==> src/rtl/reduce_pkg.sv <==
// Shared types and helpers for the reduce scheduler and its arbiter.
package reduce_pkg;

  typedef enum logic [1:0] {
    IDLE = 2'd0,
    SET  = 2'd1,
    RUN  = 2'd2,
    RESP = 2'd3
  } reduce_sched_state_t;

  typedef enum logic [1:0] {
    OP_SUM = 2'b00,
    OP_OR  = 2'b01,
    OP_MIN = 2'b10,
    OP_MAX = 2'b11
  } reduce_op_t;

  localparam int NREQ_DEFAULT = 4;
  localparam int ID_W = $clog2(NREQ_DEFAULT);

  // Limit a requested element count to what the ALU can process.
  function automatic int clamp_len(input int len, input int max_len);
    return (len > max_len) ? max_len : len;
  endfunction

endpackage

==> src/rtl/rr_arbiter.sv <==
// Round-robin arbiter: grants the first requester above the pointer, wrapping.
module rr_arbiter #(
  parameter int NREQ = 4,
  parameter int IDW  = $clog2(NREQ)
) (
  input  logic [NREQ-1:0] req,
  input  logic [IDW-1:0]  ptr,
  output logic [NREQ-1:0] gnt,
  output logic [IDW-1:0]  id,
  output logic            any
);

  logic [IDW:0] cand;
  logic         found;

  // Search upward from ptr+1; the last slot visited is ptr itself.
  always_comb begin
    gnt   = '0;
    id    = '0;
    found = 1'b0;
    cand  = '0;
    for (int i = 1; i <= NREQ; i++) begin
      cand = {1'b0, ptr} + (IDW+1)'(i);
      if (cand >= (IDW+1)'(NREQ)) begin
        cand = cand - (IDW+1)'(NREQ);
      end
      if (!found && req[cand[IDW-1:0]]) begin
        found                = 1'b1;
        gnt[cand[IDW-1:0]]   = 1'b1;
        id                   = cand[IDW-1:0];
      end
    end
  end

  assign any = |req;

endmodule

==> src/rtl/reduce_scheduler.sv <==
// Shares one reduce ALU between NREQ requesters and returns tagged results.
//
// state | meaning
// IDLE  | waiting for any req; arbitrate and latch the winner's job
// SET   | one-cycle alu_set pulse; timeout counter cleared
// RUN   | alu_en high; wait for alu_done or timeout
// RESP  | resp_valid held until resp_ready; then release grant
module reduce_scheduler
  import reduce_pkg::*;
#(
  parameter int BITS    = 8,
  parameter int N       = 64,
  parameter int NREQ    = NREQ_DEFAULT,
  parameter int TIMEOUT = N + 8
) (
  input  logic                       clk,
  input  logic                       rst_n,
  input  logic [NREQ-1:0]            req,
  input  logic [NREQ-1:0][1:0]       req_sel,
  input  logic [NREQ-1:0][BITS-1:0]  req_len,
  output logic [NREQ-1:0]            gnt,
  output logic [$clog2(NREQ)-1:0]    alu_src,
  output logic                       alu_set,
  output logic                       alu_en,
  output logic [1:0]                 alu_sel,
  output logic [BITS-1:0]            alu_len,
  input  logic                       alu_done,
  input  logic [BITS-1:0]            alu_out,
  output logic                       resp_valid,
  input  logic                       resp_ready,
  output logic [$clog2(NREQ)-1:0]    resp_id,
  output logic [BITS-1:0]            resp_data,
  output logic                       resp_err,
  output logic                       busy
);

  localparam int IDW = $clog2(NREQ);
  localparam int CW  = $clog2(TIMEOUT + 1);

  reduce_sched_state_t state;
  logic [IDW-1:0]      ptr;
  logic [CW-1:0]       tmo_cnt;
  logic [NREQ-1:0]     arb_gnt;
  logic [IDW-1:0]      arb_id;
  logic                arb_any;

  rr_arbiter #(
    .NREQ (NREQ),
    .IDW  (IDW)
  ) u_arb (
    .req  (req),
    .ptr  (ptr),
    .gnt  (arb_gnt),
    .id   (arb_id),
    .any  (arb_any)
  );

  assign busy = (state != IDLE);

  // Job sequencing: arbitrate, pulse set, run with timeout, hold response.
  always_ff @(posedge clk) begin
    if (!rst_n) begin
      state      <= IDLE;
      ptr        <= IDW'(NREQ - 1);
      tmo_cnt    <= '0;
      gnt        <= '0;
      alu_src    <= '0;
      alu_set    <= 1'b0;
      alu_en     <= 1'b0;
      alu_sel    <= '0;
      alu_len    <= '0;
      resp_valid <= 1'b0;
      resp_id    <= '0;
      resp_data  <= '0;
      resp_err   <= 1'b0;
    end else begin
      alu_set <= 1'b0;
      case (state)
        IDLE: begin
          if (arb_any) begin
            gnt     <= arb_gnt;
            alu_src <= arb_id;
            alu_sel <= req_sel[arb_id];
            alu_len <= BITS'(clamp_len(int'(req_len[arb_id]), N));
            alu_set <= 1'b1;
            state   <= SET;
          end
        end
        SET: begin
          // alu_done may still be high from the previous job here; ignore it.
          tmo_cnt <= '0;
          alu_en  <= 1'b1;
          state   <= RUN;
        end
        RUN: begin
          if (alu_done) begin
            resp_data  <= alu_out;
            resp_err   <= 1'b0;
            resp_id    <= alu_src;
            resp_valid <= 1'b1;
            alu_en     <= 1'b0;
            state      <= RESP;
          end else if (tmo_cnt == CW'(TIMEOUT - 1)) begin
            resp_data  <= '0;
            resp_err   <= 1'b1;
            resp_id    <= alu_src;
            resp_valid <= 1'b1;
            alu_en     <= 1'b0;
            state      <= RESP;
          end else begin
            tmo_cnt <= tmo_cnt + CW'(1);
          end
        end
        RESP: begin
          if (resp_ready) begin
            resp_valid <= 1'b0;
            gnt        <= '0;
            ptr        <= alu_src;
            state      <= IDLE;
          end
        end
        default: state <= IDLE;
      endcase
    end
  end

endmodule

==> config.mk <==
export PLATFORM = sky130hd
export DESIGN_NAME = reduce_scheduler
export DESIGN_NICKNAME = d
export VERILOG_FILES = /design/src/rtl/reduce_pkg.sv /design/src/rtl/rr_arbiter.sv /design/src/rtl/reduce_scheduler.sv
export SDC_FILE = /design/constraint.sdc
export NUM_CORES = 1
export LEC_CHECK = 0
export CORE_UTILIZATION = 40
export CTS_CLUSTER_SIZE = 14
export DETAILED_ROUTE_END_ITERATION = 10
export GPL_TIMING_DRIVEN = 0
export PLACE_DENSITY = 0.76
export RECOVER_POWER = 50
export SLEW_MARGIN = 30
export SYNTH_ARGS = -nofsm -noshare
export SYNTH_HDL_FRONTEND = slang
export SYNTH_SLANG_ARGS = --single-unit
==> constraint.sdc <==
create_clock -name clk -period 3.5 [get_ports clk]
set_clock_uncertainty 0.2 [all_clocks]
set_input_delay 0.875 -clock clk [delete_from_list [all_inputs] [get_ports clk]]
set_output_delay 0.875 -clock clk [all_outputs]
set_load 0.02 [all_outputs]
==> impl_metrics.yaml <==
worst_setup_path:
  path_buf_inv: 4
  cp_slowest_stage_delay_ns: 0.47
  path_class: "in2reg"
  worstPathCellList: "clkdlybuf4s50_1 -> buf_2 -> or3_1 -> nor3_1 -> or3_4 -> o31ai_4 -> buf_6 -> clkbuf_4 -> mux4_1 -> a32o_2"
  crit_family: "buffers and inverters"
  rr_worst_depth: 12
  arrival_ns: 3.43
  worstReg2RegEnd: "alu_len[3]"
  cp_max_fo: 10
  r2r_start: "ptr[1]"
  crit_path_end_kind: "flip-flop"
  reg2reg_slack_ns: 0.09
  cp_slowest_cell: "clkdlybuf4s50_1"
  required_ns: 3.50
  critPathLaunchType: "primary input"
logic_synthesis:
  syn_area_mm2: 0.00239
  synth_edf_count: 0
  yosysSeqAreaShare: 0.344
  ys_types: 54
  synth.avg_cell_area_um2: 9.67
  synth_area_leaders: "dfxtp_1 (34%), ha_1 (6.8%), a22oi_1 (6.3%)"
  synth_ff_type: "dfxtp_1"
  syn_nets: 316
  synth_top_area_share: 0.344
  ys_seq_elements: 41
  syn_inst: 247
  ys_async_sr_fraction: 0
  synth-warning-count: 0
  synth_area_leader_cell: "dfxtp_1"
routing:
  viasPerCell: 5.38
  ant_nets: 0
  drt_iter0_drc: 149
  wl_um: 5890
  num_vias: 2280
  drc: 0
  firstDrtPassIters: 6
  wire_per_inst_um: 13.9
worst_hold_path:
  whs_endpoint: "alu_len[4]"
  hold_class: "reg2reg"
  hold_depth: 1
  min_from: "alu_len[4]"
cells_and_area:
  fin_cells: 424
  fin_area_mm2: 0.00358
  num_antenna_cells: 0
  final_common_cell: "clkdlybuf4s50_1"
  fin_util: 0.635
  final_nets: 420
  layout_common_cells: "clkdlybuf4s50_1 (56), dfxtp_1 (39), nor2_1 (30)"
  syn2layout_area_growth_pct: 50.0
  drive_gt1_frac: 0.151
pwr:
  switchingPower_uw: 705
  power.total_mw: 1.87
  power.density_mw_per_mm2: 522
  p_int_mw: 1.17
  leakagePower_nw: 1.53
  switching_share: 0.377
  p_comb_frac: 0.506
  peakVddDrop_mv: 0.299
  seq_power_share: 0.320
  p_clk_frac: 0.174
sta:
  max_freq_ghz: 0.291
  period_share: 0.981
  fin_setup_tns_ns: 0
  hold_viol: 0
  min_period_ns: 3.43
  worstMarginPinSlew_ns: 0.610
  relSlewSlack: 0.590
  worst_hold_slack_ns: 0.267
  setup_slack_ns: 0.0666
  setup_viol: 0
  finalMaxSlewViolations: 0
floorplan:
  dieArea_mm2: 0.00628
  rows: 27
  initial_core_util: 0.423
  io_pins: 87
  core_area_mm2: 0.00564
  die_w_um: 79.3
  die_h_um: 79.3
global_routing:
  track_usage: 0.195
  grt_pass1_vias: 2116
  grt-ovfl-total: 0
  grt_max_degree: 14
  antenna_found_initial: 0
  grt_pass1_wl_um: 9720
placed_design:
  port_buffers: 86
  dp_slack_ns: -0.549
  dp_hpwl_um: 4370
  post-place-cells: 405
  place_area_mm2: 0.00334
  gp_congestion: 0.836
cts:
  clockBufferDepth: 2
  cts.sinks: 41
  cts_root_buffer: "clkbuf_8"
  clk_pin_slew_ns: 0.09
  cts_tree: "done"
  clkLatencyLatePin_ns: 0.30
  cts_buffers: 5
  h-tree-depth: 2
flow_run:
  cap_violations: 0
status:
  status: "complete, no violations"
-- what timing repair did --
action / CTS / global route
buffers inserted: 1 / 10
resized for setup: 6 / 18
pin swaps: 1 / 3
hold buffers: 0 / 0
setup endpoints to repair: 10 / 9
gates cloned: 0 / 0
-- state kept, by name (all words and copies together) (netlist names), 2 cells and up --
name       flops
tmo_cnt        7
state          2
ptr            2
alu_sel        2
alu_len        8
resp_id        2
gnt            4
alu_src        2
resp_data      8
-- worst reg2reg max path: cells and delay by family, from the launching register on --
| kind | cells | cell delay, ns |
|---|---|---|
| AO/OA/AOI/OAI | 4 | 1.02 |
| adder cells (fa/ha/maj) | 1 | 0.31 |
| multiplexers | 2 | 0.65 |
| buffers and inverters | 5 | 0.76 |
| flip-flops | 1 | 0.38 |
-- cell families after synthesis --
kind of cell	after synthesis	share of synthesized area
AND/OR/NAND/NOR	80	0.165
AO/OA/AOI/OAI	64	0.210
adder cells (fa/ha/maj)	13	0.0681
buffers and inverters	23	0.0456
flip-flops	41	0.344
XOR/XNOR	4	0.0147
multiplexers	22	0.153
-- synth_stat cells, drive strengths merged (6+ instances only) --
cell,count
mux4,10
inv,8
buf,9
dfxtp,41
a32o,6
a21oi,10
o21ai,8
mux2i,11
nor2,31
a22oi,20
nand2,16
ha,13
-- per-layer routing --
layer | track usage | part of all wire
met1 | 0.252 | 0.44
met3 | 0.0563 | 0.068
met5 | 0 | 0
met4 | 0.0436 | 0.0076
met2 | 0.319 | 0.48
-- final cells by class --
cell class / count / area, um^2
repair buffers: 97 / 942
clock inverters: 2 / 13.8
flip-flops and latches: 41 / 828
inverters: 9 / 41.3
clock buffers: 6 / 82.6
multi-input cells: 183 / 1480
plain buffers: 14 / 103
well taps: 72 / 90.1
fillers: 455 / 2060
-- how the worst max path moves through the flow --
stage / startpoint / end / slack (ns) / cells after the start
6_report: req[3] / alu_len[3] / 0.07 / 10
3_5_place_dp: req[2] / alu_len[1] / -0.55 / 8
3_3_place_gp: req[2] / alu_len[5] / -0.53 / 8
5_1_grt: ptr[1] / alu_len[0] / -0.04 / 12
2_1_floorplan: ptr[0] / alu_len[5] / 0.09 / 11
4_1_cts: req[1] / alu_len[5] / 0.01 / 9
-- power by group through the flow --
stage               Combinational (mW)  Clock (mW)  Sequential [mW]
detailed placement               0.881           0            0.612
global placement                 0.868           0            0.609
global route                      1.04       0.354            0.614
CTS                              0.902       0.331            0.602
floorplan                        0.476           0            0.691
finish                           0.947       0.326            0.599
Power figures use the tool's default switching activity.
